### src/rtl/prbs9_tx_gen_if.sv
// Output bundle of the PRBS9 transmit pattern source.
// The generator drives it (master); the TX mapper and debug logic read it (slave).
interface prbs9_tx_gen_if #(
    parameter int CNT_W = 64
);
    logic             o_prbs;
    logic             o_prbs_clean;
    logic             o_valid;
    logic             o_inj_ack;
    logic             o_seq_start;
    logic [CNT_W-1:0] o_bits;
    logic [CNT_W-1:0] o_inj_errs;

    modport master (
        output o_prbs,
        output o_prbs_clean,
        output o_valid,
        output o_inj_ack,
        output o_seq_start,
        output o_bits,
        output o_inj_errs
    );

    modport slave (
        input o_prbs,
        input o_prbs_clean,
        input o_valid,
        input o_inj_ack,
        input o_seq_start,
        input o_bits,
        input o_inj_errs
    );
endinterface

### src/rtl/prbs9_tx_gen.sv
// PRBS9 (x^9+x^5+1) transmit pattern source for the I-path BER link test,
// with single-shot and periodic error injection and 64-bit bit/error totals.
module prbs9_tx_gen #(
    parameter logic [8:0] SEED  = 9'h1AA,
    parameter int         CNT_W = 64,
    parameter int         PER_W = 16
) (
    input  logic             clock,
    input  logic             i_reset,
    input  logic             i_enable,
    input  logic             i_valid,
    input  logic             i_restart,
    input  logic             i_inj_req,
    input  logic [PER_W-1:0] i_inj_period,
    prbs9_tx_gen_if.master   tx
);

    typedef enum logic [1:0] {
        IDLE  = 2'd0,
        RUN   = 2'd1,
        PAUSE = 2'd2
    } state_t;

    state_t           state;
    state_t           state_nx;

    logic [8:0]       lfsr;
    logic [PER_W-1:0] per_cnt;
    logic             pend_q;

    logic             emit;
    logic             bit_raw;
    logic             fb;
    logic             pend;
    logic             per_on;
    logic             per_hit;
    logic             inj;

    logic             prbs_q;
    logic             clean_q;
    logic             valid_q;
    logic             ack_q;
    logic             seq_q;
    logic [CNT_W-1:0] bits_q;
    logic [CNT_W-1:0] errs_q;

    // Next state and emission qualifier; restart swallows any strobe
    always_comb begin
        state_nx = state;
        emit     = 1'b0;
        unique case (state)
            IDLE: begin
                if (i_enable) state_nx = RUN;
            end
            RUN: begin
                if (!i_enable) state_nx = PAUSE;
                emit = i_enable & i_valid & ~i_restart;
            end
            PAUSE: begin
                if (i_enable) state_nx = RUN;
            end
            default: state_nx = IDLE;
        endcase
    end

    // Injection decision for the bit emitted this cycle
    always_comb begin
        bit_raw = lfsr[8];
        fb      = lfsr[8] ^ lfsr[4];
        pend    = pend_q | i_inj_req;
        per_on  = |i_inj_period;
        per_hit = per_on && (per_cnt >= (i_inj_period - PER_W'(1)));
        inj     = pend | per_hit;
    end

    // State register; a restart leaves the run state untouched
    always_ff @(posedge clock) begin
        if (i_reset) begin
            state <= IDLE;
        end else if (!i_restart) begin
            state <= state_nx;
        end
    end

    // LFSR: shift on emission, reload on restart
    always_ff @(posedge clock) begin
        if (i_reset) begin
            lfsr <= SEED;
        end else if (i_restart) begin
            lfsr <= SEED;
        end else if (emit) begin
            lfsr <= {lfsr[7:0], fb};
        end
    end

    // Periodic-injection counter; parked at zero while injection is off
    always_ff @(posedge clock) begin
        if (i_reset) begin
            per_cnt <= '0;
        end else if (i_restart || !per_on) begin
            per_cnt <= '0;
        end else if (emit) begin
            if (per_hit) per_cnt <= '0;
            else         per_cnt <= per_cnt + PER_W'(1);
        end
    end

    // Pending single-shot request; repeated requests merge into one flip
    always_ff @(posedge clock) begin
        if (i_reset) begin
            pend_q <= 1'b0;
        end else if (emit) begin
            pend_q <= 1'b0;
        end else begin
            pend_q <= pend;
        end
    end

    // Registered bit outputs; the bit values hold between emissions
    always_ff @(posedge clock) begin
        if (i_reset) begin
            prbs_q  <= 1'b0;
            clean_q <= 1'b0;
            valid_q <= 1'b0;
            ack_q   <= 1'b0;
            seq_q   <= 1'b0;
        end else begin
            valid_q <= emit;
            ack_q   <= emit & pend;
            seq_q   <= emit & (lfsr == SEED);
            if (emit) begin
                prbs_q  <= bit_raw ^ inj;
                clean_q <= bit_raw;
            end
        end
    end

    // Running totals of emitted bits and injected flips, wrapping silently
    always_ff @(posedge clock) begin
        if (i_reset) begin
            bits_q <= '0;
            errs_q <= '0;
        end else if (emit) begin
            bits_q <= bits_q + CNT_W'(1);
            if (inj) errs_q <= errs_q + CNT_W'(1);
        end
    end

    assign tx.o_prbs       = prbs_q;
    assign tx.o_prbs_clean = clean_q;
    assign tx.o_valid      = valid_q;
    assign tx.o_inj_ack    = ack_q;
    assign tx.o_seq_start  = seq_q;
    assign tx.o_bits       = bits_q;
    assign tx.o_inj_errs   = errs_q;

endmodule

### src/flat_wrapper.sv
// flat-port wrapper written by rule: the top's interface ports become plain ports
module prbs9_tx_gen_flat 
#(
    parameter logic [8:0] SEED  = 9'h1AA,
    parameter int         CNT_W = 64,
    parameter int         PER_W = 16
)
  (clock, i_reset, i_enable, i_valid, i_restart, i_inj_req, i_inj_period, tx_o_prbs, tx_o_prbs_clean, tx_o_valid, tx_o_inj_ack, tx_o_seq_start, tx_o_bits, tx_o_inj_errs);
  prbs9_tx_gen_if #(.CNT_W(CNT_W)) tx_i ();
  input  logic clock;
  input  logic i_reset;
  input  logic i_enable;
  input  logic i_valid;
  input  logic i_restart;
  input  logic i_inj_req;
  input  logic [PER_W-1:0] i_inj_period;
  output wire logic [$bits(tx_i.o_prbs)-1:0] tx_o_prbs;
  output wire logic [$bits(tx_i.o_prbs_clean)-1:0] tx_o_prbs_clean;
  output wire logic [$bits(tx_i.o_valid)-1:0] tx_o_valid;
  output wire logic [$bits(tx_i.o_inj_ack)-1:0] tx_o_inj_ack;
  output wire logic [$bits(tx_i.o_seq_start)-1:0] tx_o_seq_start;
  output wire logic [$bits(tx_i.o_bits)-1:0] tx_o_bits;
  output wire logic [$bits(tx_i.o_inj_errs)-1:0] tx_o_inj_errs;
  assign tx_o_prbs = tx_i.o_prbs;
  assign tx_o_prbs_clean = tx_i.o_prbs_clean;
  assign tx_o_valid = tx_i.o_valid;
  assign tx_o_inj_ack = tx_i.o_inj_ack;
  assign tx_o_seq_start = tx_i.o_seq_start;
  assign tx_o_bits = tx_i.o_bits;
  assign tx_o_inj_errs = tx_i.o_inj_errs;
  prbs9_tx_gen #(.SEED(SEED), .CNT_W(CNT_W), .PER_W(PER_W)) u_core (.clock(clock), .i_reset(i_reset), .i_enable(i_enable), .i_valid(i_valid), .i_restart(i_restart), .i_inj_req(i_inj_req), .i_inj_period(i_inj_period), .tx(tx_i));
endmodule
### config.mk
export PLATFORM = sky130hd
export DESIGN_NAME = prbs9_tx_gen_flat
export DESIGN_NICKNAME = d
export VERILOG_FILES = /design/src/rtl/prbs9_tx_gen_if.sv /design/src/rtl/prbs9_tx_gen.sv /design/src/flat_wrapper.sv
export SDC_FILE = /design/constraint.sdc
export NUM_CORES = 1
export LEC_CHECK = 0
export CAP_MARGIN = 5
export CORE_MARGIN = 1
export CORE_UTILIZATION = 40
export CTS_BUF_LIST = sky130_fd_sc_hd__clkbuf_8
export DETAILED_ROUTE_END_ITERATION = 12
export GPL_TIMING_DRIVEN = 0
export PLACE_DENSITY_LB_ADDON = 0.08
export SETUP_SLACK_MARGIN = 0.02
export SYNTH_ARGS = -nofsm -noshare
export SYNTH_HDL_FRONTEND = slang
export SYNTH_SLANG_ARGS = --single-unit
### constraint.sdc
create_clock -name clock -period 6.4 [get_ports clock]
set_input_delay 1.6 -clock clock [delete_from_list [all_inputs] [get_ports clock]]
set_output_delay 1.6 -clock clock [all_outputs]
set_load 0.1 [all_outputs]
==> results of run 1 <==
[layer usage]
layer	wire length (microns)	part of all wire [%]	up-vias
li1	-	-	3811
met3	926	4.3	13
met2	9760	46	155
met1	10500	49	3530
met4	212	0.99	0
met5	0	0	-
[worst max-delay path, stage by stage]
cell and delay, ns:
clkdlybuf4s50_1 0.46, nor3_1 0.29, nand2_1 0.13, nor3_1 0.36, nand2_1 0.15, or2_2 0.32, nor2_1 0.14, xnor2_1 0.09
ha_1 0.30, nand4_1 0.16, nor3_1 0.28, or4b_1 0.56, a31oi_1 0.58, nor2_1 0.29, or4_1 0.55, a21oi_1 0.14
[cell type report]
| type | instances | area, sq um |
|---|---|---|
| Clock buffer | 18 | 248 |
| Tap cell | 265 | 332 |
| Clock inverter | 14 | 168 |
| Buffer | 45 | 184 |
| Multi-Input combinational cell | 739 | 4510 |
| Timing Repair Buffer | 153 | 1530 |
| Inverter | 19 | 71.3 |
| Fill cell | 1912 | 9260 |
| Sequential cell | 161 | 3220 |
[synthesized netlist by cell type, drive strengths merged, types with 4 or more instances]
| library cell | n |
|---|---|
| and2 | 6 |
| mux2i | 9 |
| or3 | 35 |
| nand2 | 78 |
| nor4 | 9 |
| xnor2 | 39 |
| a21oi | 67 |
| dfxtp | 161 |
| nand3 | 54 |
| ha | 20 |
| inv | 19 |
| xor2 | 59 |
| nand3b | 4 |
| and3 | 25 |
| and4 | 15 |
| nor3 | 33 |
| o31ai | 24 |
| clkbuf | 37 |
| o21ai | 46 |
| or4 | 26 |
| nor2 | 117 |
| o2111ai | 10 |
| buf | 8 |
| nand4 | 32 |
| nor3b | 4 |
[sequential cells by signal (all words and copies together), names as in the netlist]
register                cells
u_core.tx.o_bits           64
u_core.tx.o_inj_errs       64
u_core.per_cnt             16
u_core.lfsr                 9
u_core.state                2
u_core.pend_q               1
u_core.tx.o_inj_ack         1
u_core.tx.o_prbs            1
u_core.tx.o_prbs_clean      1
u_core.tx.o_seq_start       1
u_core.tx.o_valid           1
[worst min-delay path by stage]
stage / slack, ns / cells after the start / to
final: 0.48 / 2 / u_core.tx.o_prbs_clean
after global routing: 0.52 / 2 / u_core.tx.o_seq_start
after CTS: 0.48 / 2 / u_core.tx.o_prbs_clean
after detailed placement: 0.46 / 2 / u_core.tx.o_prbs_clean
after global placement: 0.45 / 2 / u_core.tx.o_prbs_clean
after floorplan: 0.45 / 2 / u_core.tx.o_seq_start
[per-stage QoR]
stage | hold WS (ns) | setup WS [ns] | util [%]
floorplan | 0.452 | 1.19 | -
global placement | 0.455 | -0.214 | 50.4
detailed placement | 0.459 | -0.227 | 50.4
CTS | 0.485 | 0.277 | 52.6
global route | 0.518 | -0.0131 | 52.6
finish | 0.483 | 0.379 | 52.6
[cell families after synthesis]
family                     Yosys count
AOI/OAI and AO/OA                  160
xor gates and xnor gates            98
adders and majority gates           20
buffers and inverters               64
DFF                                161
muxes                                9
and+or+nand+nor                    452
[repair_timing]
| action | 4_1_cts | 5_1_grt |
|---|---|---|
| hold buffers | 0 | 0 |
| hold endpoints to repair | 0 | 0 |
| setup endpoints to repair | 0 | 12 |
| resized for setup | 0 | 1 |
| buffers inserted | 0 | 0 |
[report_power, final]
group / switching [mW] / internal [mW]
Clock: 0.423 / 0.372
Sequential: 0.00158 / 1.00
Combinational: 0.0450 / 0.0262
Total: 0.469 / 1.40
==> results.tsv, run 1 <==
stage	metric	value	unit
grt	global route hottest layer	met2	
sta	Period Utilization, post-route	94.1	%
critical_path	Reg2Reg Capture Point	u_core.tx.o_inj_errs[1]	
logic_synthesis	Synth Cell Area	7990	sq um
logic_synthesis	post-synthesis sequential area ratio	40.4	%
clock_network	clk root buf	clkbuf_8	
floorplan	core area	19500	sq um
logic_synthesis	share of the synthesized area in the top cell type	40.4	%
route	Pre-Repair DR Iteration Count	5	
pwr	Leak	3.32	nW
sta	final hold violation count	0	
route	post-route ant nets	0	
critical_path	crit end category	register	
logic_synthesis	top cells by area, synth	dfxtp_1 40%, xor2_1 6.5%, nor2_1 5.5%	
final_layout	Area Overhead vs Synth	28.6	%
sta	final setup fails	0	
logic_synthesis	Simple-Gate Fraction of Synth Area	29.6	%
placement	PortBufs	153	
final_layout	# nets final	1178	
route	vias	7509	
clock_network	CTS tree	done	
logic_synthesis	Yosys warnings	0	
sta	min Tclk post-route	6.02	ns
final_layout	Final Cell Area	10300	sq um
sta	actual slew at the worst max-slew pin	1.04	ns
logic_synthesis	Compound-Gate Fraction of Synth Area	11.8	%
grt	GR Util All Layers	21.5	%
logic_synthesis	Post-Synth Adder-Cell Area	3.13	%
floorplan	Die W	143	microns
logic_synthesis	Syn Area/Cell	8.28	sq um
route	Post-Route WL	21400	microns
logic_synthesis	Distinct cells, synth	52	
route	routed length per instance	15.1	microns
clock_network	clk_lat worst skew	0.46	ns
clock_network	clock input transition at the sequential cells of the worst setup and hold paths	0.10	ns
logic_synthesis	post-synthesis xor/xnor area fraction	10.7	%
final_layout	fraction of layout cells with a size suffix above 1	4.35	%
grt	initial antenna violation count	0	
placement	Placed Cells	1382	
logic_synthesis	post-synth net total	1006	
status	status	complete, no violations	
hold_path	Hold Path Class	reg -> reg	
floorplan	row cnt	51	
clock_network	CTS max path bufs	2	
logic_synthesis	Post-synth EDFFs	0	
sta	Final Max Tran Viols	0	
grt	global routing met2 resource utilization	34.6	%
critical_path	WS Path Type	in -> reg	
sta	top achievable clock speed	166	MHz
critical_path	worst setup path end	u_core.tx.o_inj_errs[63]	
clock_network	Num CTS Buffers	17	
grt	largest net degree at the start of global routing	17	
sta	Clock Skews	0.0171	ns
critical_path	required time of the worst setup path	6.79	ns
logic_synthesis	Seq cells post-synth	161	
hold_path	worst hold path startpoint	u_core.tx.o_prbs_clean	
route	DR vias/cell	5.31	
critical_path	R2R cell count	11	
final_layout	commonest non-fill, non-tap cell in the layout	dfxtp_1	
logic_synthesis	largest family of logic cells by synthesized area	simple AND/OR/NAND/NOR gates	
pwr	Final Power	1.87	mW
critical_path	Worst Setup Start Kind	input pin	
pwr	Peak VDD IR	0.101	mV
critical_path	launch point of the worst path	i_inj_period[2]	
logic_synthesis	Most used DFF post-synth	dfxtp_1	
sta	setup TNS	0	ns
placement	Area after DPL	9850	sq um
logic_synthesis	Syn Inst Count	964	
route	initial drt markers	375	
floorplan	Die H	143	microns
placement	hpwl dp	15800	microns
logic_synthesis	Synth area leader	dfxtp_1	
clock_network	H-tree depth	4	
sta	RSZ-0062 raised after global routing	true	
critical_path	Crit Path Max Fanout	8	
final_layout	Ant. Diodes	0	
sta	Max-slew headroom	30.5	%
critical_path	R2R setup slack	3.06	ns
clock_network	Clock Sinks	161	
floorplan	# IOs	155	
floorplan	Initial Utilization	40.9	%
route	drc violations	0	
final_layout	commonest non-fill, non-tap cells in the layout	161 x dfxtp_1, 153 x clkdlybuf4s50_1, 116 x nor2_1, 78 x nand2_1, 67 x a21oi_1	
critical_path	Critical Path AT	6.41	ns
logic_synthesis	Post-synth ARST share	0	%
grt	met1 Use GR	28.9	%
placement	final RePlAce weighted congestion	0.811	
logic_synthesis	post-synthesis mux area share	1.13	%
grt	vias in the first global route	6866	
grt	first-pass GRT wire length	35000	microns
final_layout	final cell count without fillers	1414	
run	max_cap viols	0	
critical_path	r2r startpoint	u_core.per_cnt[7]	
grt	met3 track utilization from global routing	4.73	%
grt	GRT overflow	0	
pwr	power density over the cells	182	nW/um^2
floorplan	total die area	20500	sq um
Power figures use the tool's default switching activity.
==> inputs of run 2 (changes only) <==
--- a/config.mk
+++ b/config.mk
@@ -7,7 +7,7 @@
 export LEC_CHECK = 0
 export CAP_MARGIN = 5
 export CORE_MARGIN = 1
-export CORE_UTILIZATION = 40
+export CORE_UTILIZATION = 45
 export CTS_BUF_LIST = sky130_fd_sc_hd__clkbuf_8
 export DETAILED_ROUTE_END_ITERATION = 12
 export GPL_TIMING_DRIVEN = 0
==> results.tsv, run 2 (synthesis results as in run 1) <==
stage	metric	value	unit	change
pwr	Internal Dissipation	1.39	mW	-0.77%
floorplan	# IOs	155		unchanged
sta	RSZ-0062 raised after global routing	true		
clock_network	CTS tree	done		
route	routed length per instance	15.3	microns	+1.3%
clock_network	Clock Sinks	161		unchanged
pwr	Leak	3.29	nW	-0.87%
critical_path	Critical Path AT	6.42	ns	about the same
critical_path	Crit Path Max Fanout	8		unchanged
clock_network	clk root buf	clkbuf_8		
sta	Period Utilization, post-route	94.2	%	+0.11 points
pwr	Final Power	1.85	mW	-1.2%
final_layout	area of the multi-input gates	4510	sq um	-0.11%
critical_path	WS Path Type	in -> reg		
floorplan	core area	17300	sq um	-11%
final_layout	# nets final	1178		unchanged
final_layout	commonest non-fill, non-tap cells in the layout	161 x dfxtp_1, 153 x clkdlybuf4s50_1, 116 x nor2_1, 78 x nand2_1, 67 x a21oi_1		
route	top layer used by detailed routing	met4		
final_layout	final cell count without fillers	1374		-2.8%
placement	PortBufs	153		unchanged
pwr	combinational share of power	3.8	%	about the same
clock_network	H-tree depth	4		unchanged
final_layout	Fillers	1615		-16%
route	DR vias/cell	5.48		+3.2%
floorplan	row cnt	48		-5.9%
status	status	complete, no violations		
floorplan	Die H	135	microns	-5.6%
sta	final setup fails	0		unchanged
final_layout	fraction of layout cells with a size suffix above 1	4.35	%	unchanged
critical_path	required time of the worst setup path	6.79	ns	about the same
clock_network	CTS Hold Bufs	0		unchanged
critical_path	launch point of the worst path	i_inj_period[0]		
sta	min Tclk post-route	6.03	ns	+0.00709 ns
critical_path	r2r startpoint	u_core.per_cnt[5]		
route	drc violations	0		unchanged
pwr	Sw Share	24.8	%	-0.30 points
clock_network	clock input transition at the sequential cells of the worst setup and hold paths	0.09	ns	about the same
critical_path	crit end category	register		
floorplan	total die area	18300	sq um	-11%
route	post-route ant nets	0		unchanged
route	Post-Route WL	21000	microns	-1.5%
clock_network	CTS max path bufs	2		unchanged
pwr	Peak VDD IR	0.161	mV	+59%
sta	Final Max Tran Viols	0		unchanged
floorplan	Die W	135	microns	-5.6%
placement	final RePlAce weighted congestion	0.814		+0.41%
grt	largest net degree at the start of global routing	17		unchanged
final_layout	Area Overhead vs Synth	27.7	%	
sta	actual slew at the worst max-slew pin	1.05	ns	+0.00998 ns
clock_network	clk_lat worst skew	0.48	ns	+0.02 ns
clock_network	Num CTS Buffers	17		unchanged
sta	setup TNS	0	ns	unchanged
sta	Max-slew headroom	29.5	%	-0.99 points
critical_path	Worst Setup Start Kind	input pin		
floorplan	Initial Utilization	46.2	%	+5.3 points
placement	hpwl dp	15300	microns	-3.0%
grt	initial antenna violation count	0		unchanged
sta	Clock Skews	0.0186	ns	+0.00149 ns
grt	first-pass GRT wire length	33900	microns	-3.3%
clock_network	setup bufs post-CTS	0		unchanged
sta	Min Hold Slack	0.479	ns	-0.00386 ns
hold_path	worst hold path startpoint	u_core.tx.o_prbs_clean		
placement	Placed Cells	1342		-2.9%
pwr	Reg power frac	54.3	%	+0.6 points
run	max_cap viols	0		unchanged
grt	GRT overflow	0		unchanged
route	initial drt markers	470		+25%
pwr	clock power share	41.9	%	-0.6 points
pwr	Net Sw Power	0.458	mW	-2.4%
route	Pre-Repair DR Iteration Count	5		unchanged
critical_path	R2R setup slack	3.03	ns	-0.03 ns
sta	final hold violation count	0		unchanged
grt	vias in the first global route	6786		-1.2%
route	met1 WL	10000	microns	-4.4%
route	Met3 Wirelength	1060	microns	+14%
sta	top achievable clock speed	166	MHz	-0.12%
final_layout	Ant. Diodes	0		unchanged
grt	GR Util All Layers	23.3	%	+1.8 points
route	vias	7528		+0.25%
route	WL met2	9710	microns	-0.49%
final_layout	Reg area	3220	sq um	unchanged
hold_path	Hold Path Class	reg -> reg		
final_layout	commonest non-fill, non-tap cell in the layout	dfxtp_1		
pwr	power density over the cells	181	nW/um^2	-0.52%
run 2: cell count changes in the layout (fill, tap and decap cells not counted), sizes merged:
| cell | previous run | this run |
|---|---|---|
| inv | 28 | 23 |
| clkinvlp | 0 | 5 |
run 2: critical path, stage by stage:
cell	delay [ns]
clkdlybuf4s50_1	0.42
inv_1	0.10
ha_1	0.18
nor3b_1	0.54
nand4b_1	0.40
nor3_1	0.28
xnor2_1	0.09
ha_1	0.29
nand4_1	0.14
nor3_1	0.29
or4b_1	0.56
a31oi_1	0.54
nor2_1	0.29
or4_1	0.56
a21oi_1	0.14
run 2: layout make-up:
class                      instances  area share (%)
multi-input combinational        739            44.2
sequential                       161            31.6
timing repair buffer             153            15.0
tap                              225            2.76
clock buffer                      18            2.43
buffer                            45            1.80
clock inverter                    14            1.52
inverter                          19           0.699
run 2: layer usage:
metal	vias up	global-route usage, %
li1	3811	-
met2	160	37.8
met1	3532	31.0
met4	0	5.93
met3	25	5.61
met5	-	0
run 2: power groups by stage:
stage               registers (mW)  logic [mW]  clock network, mW
finish                        1.00      0.0703              0.774
global placement              1.03      0.0705                  0
CTS                           1.00      0.0711              0.788
global route                  1.00      0.0778              0.831
floorplan                     1.03      0.0356                  0
detailed placement            1.03      0.0709                  0
run 2: path summary, 6_finish.rpt:
kind | to | cells past startpoint
setup / recovery | u_core.tx.o_inj_errs[63] | 15
setup reg to reg | u_core.tx.o_inj_errs[1] | 11
hold / removal | u_core.tx.o_prbs_clean | 2
hold reg to reg | u_core.tx.o_prbs_clean | 2
run 2: timing repair:
| item | CTS | global route |
|---|---|---|
| gates resized for setup | 0 | 0 |
| endpoints found under the setup margin | 0 | 19 |
| endpoints found under the hold margin | 0 | 0 |
run 2: metrics by stage:
step	worst slack (ns)	instance area, sq um	util [%]
final	0.372	10200	59.0
after floorplan	1.19	7990	-
after CTS	0.318	10200	59.0
after global placement	-0.130	9800	56.7
after detailed placement	-0.179	9800	56.7
after global routing	-0.0833	10200	59.0
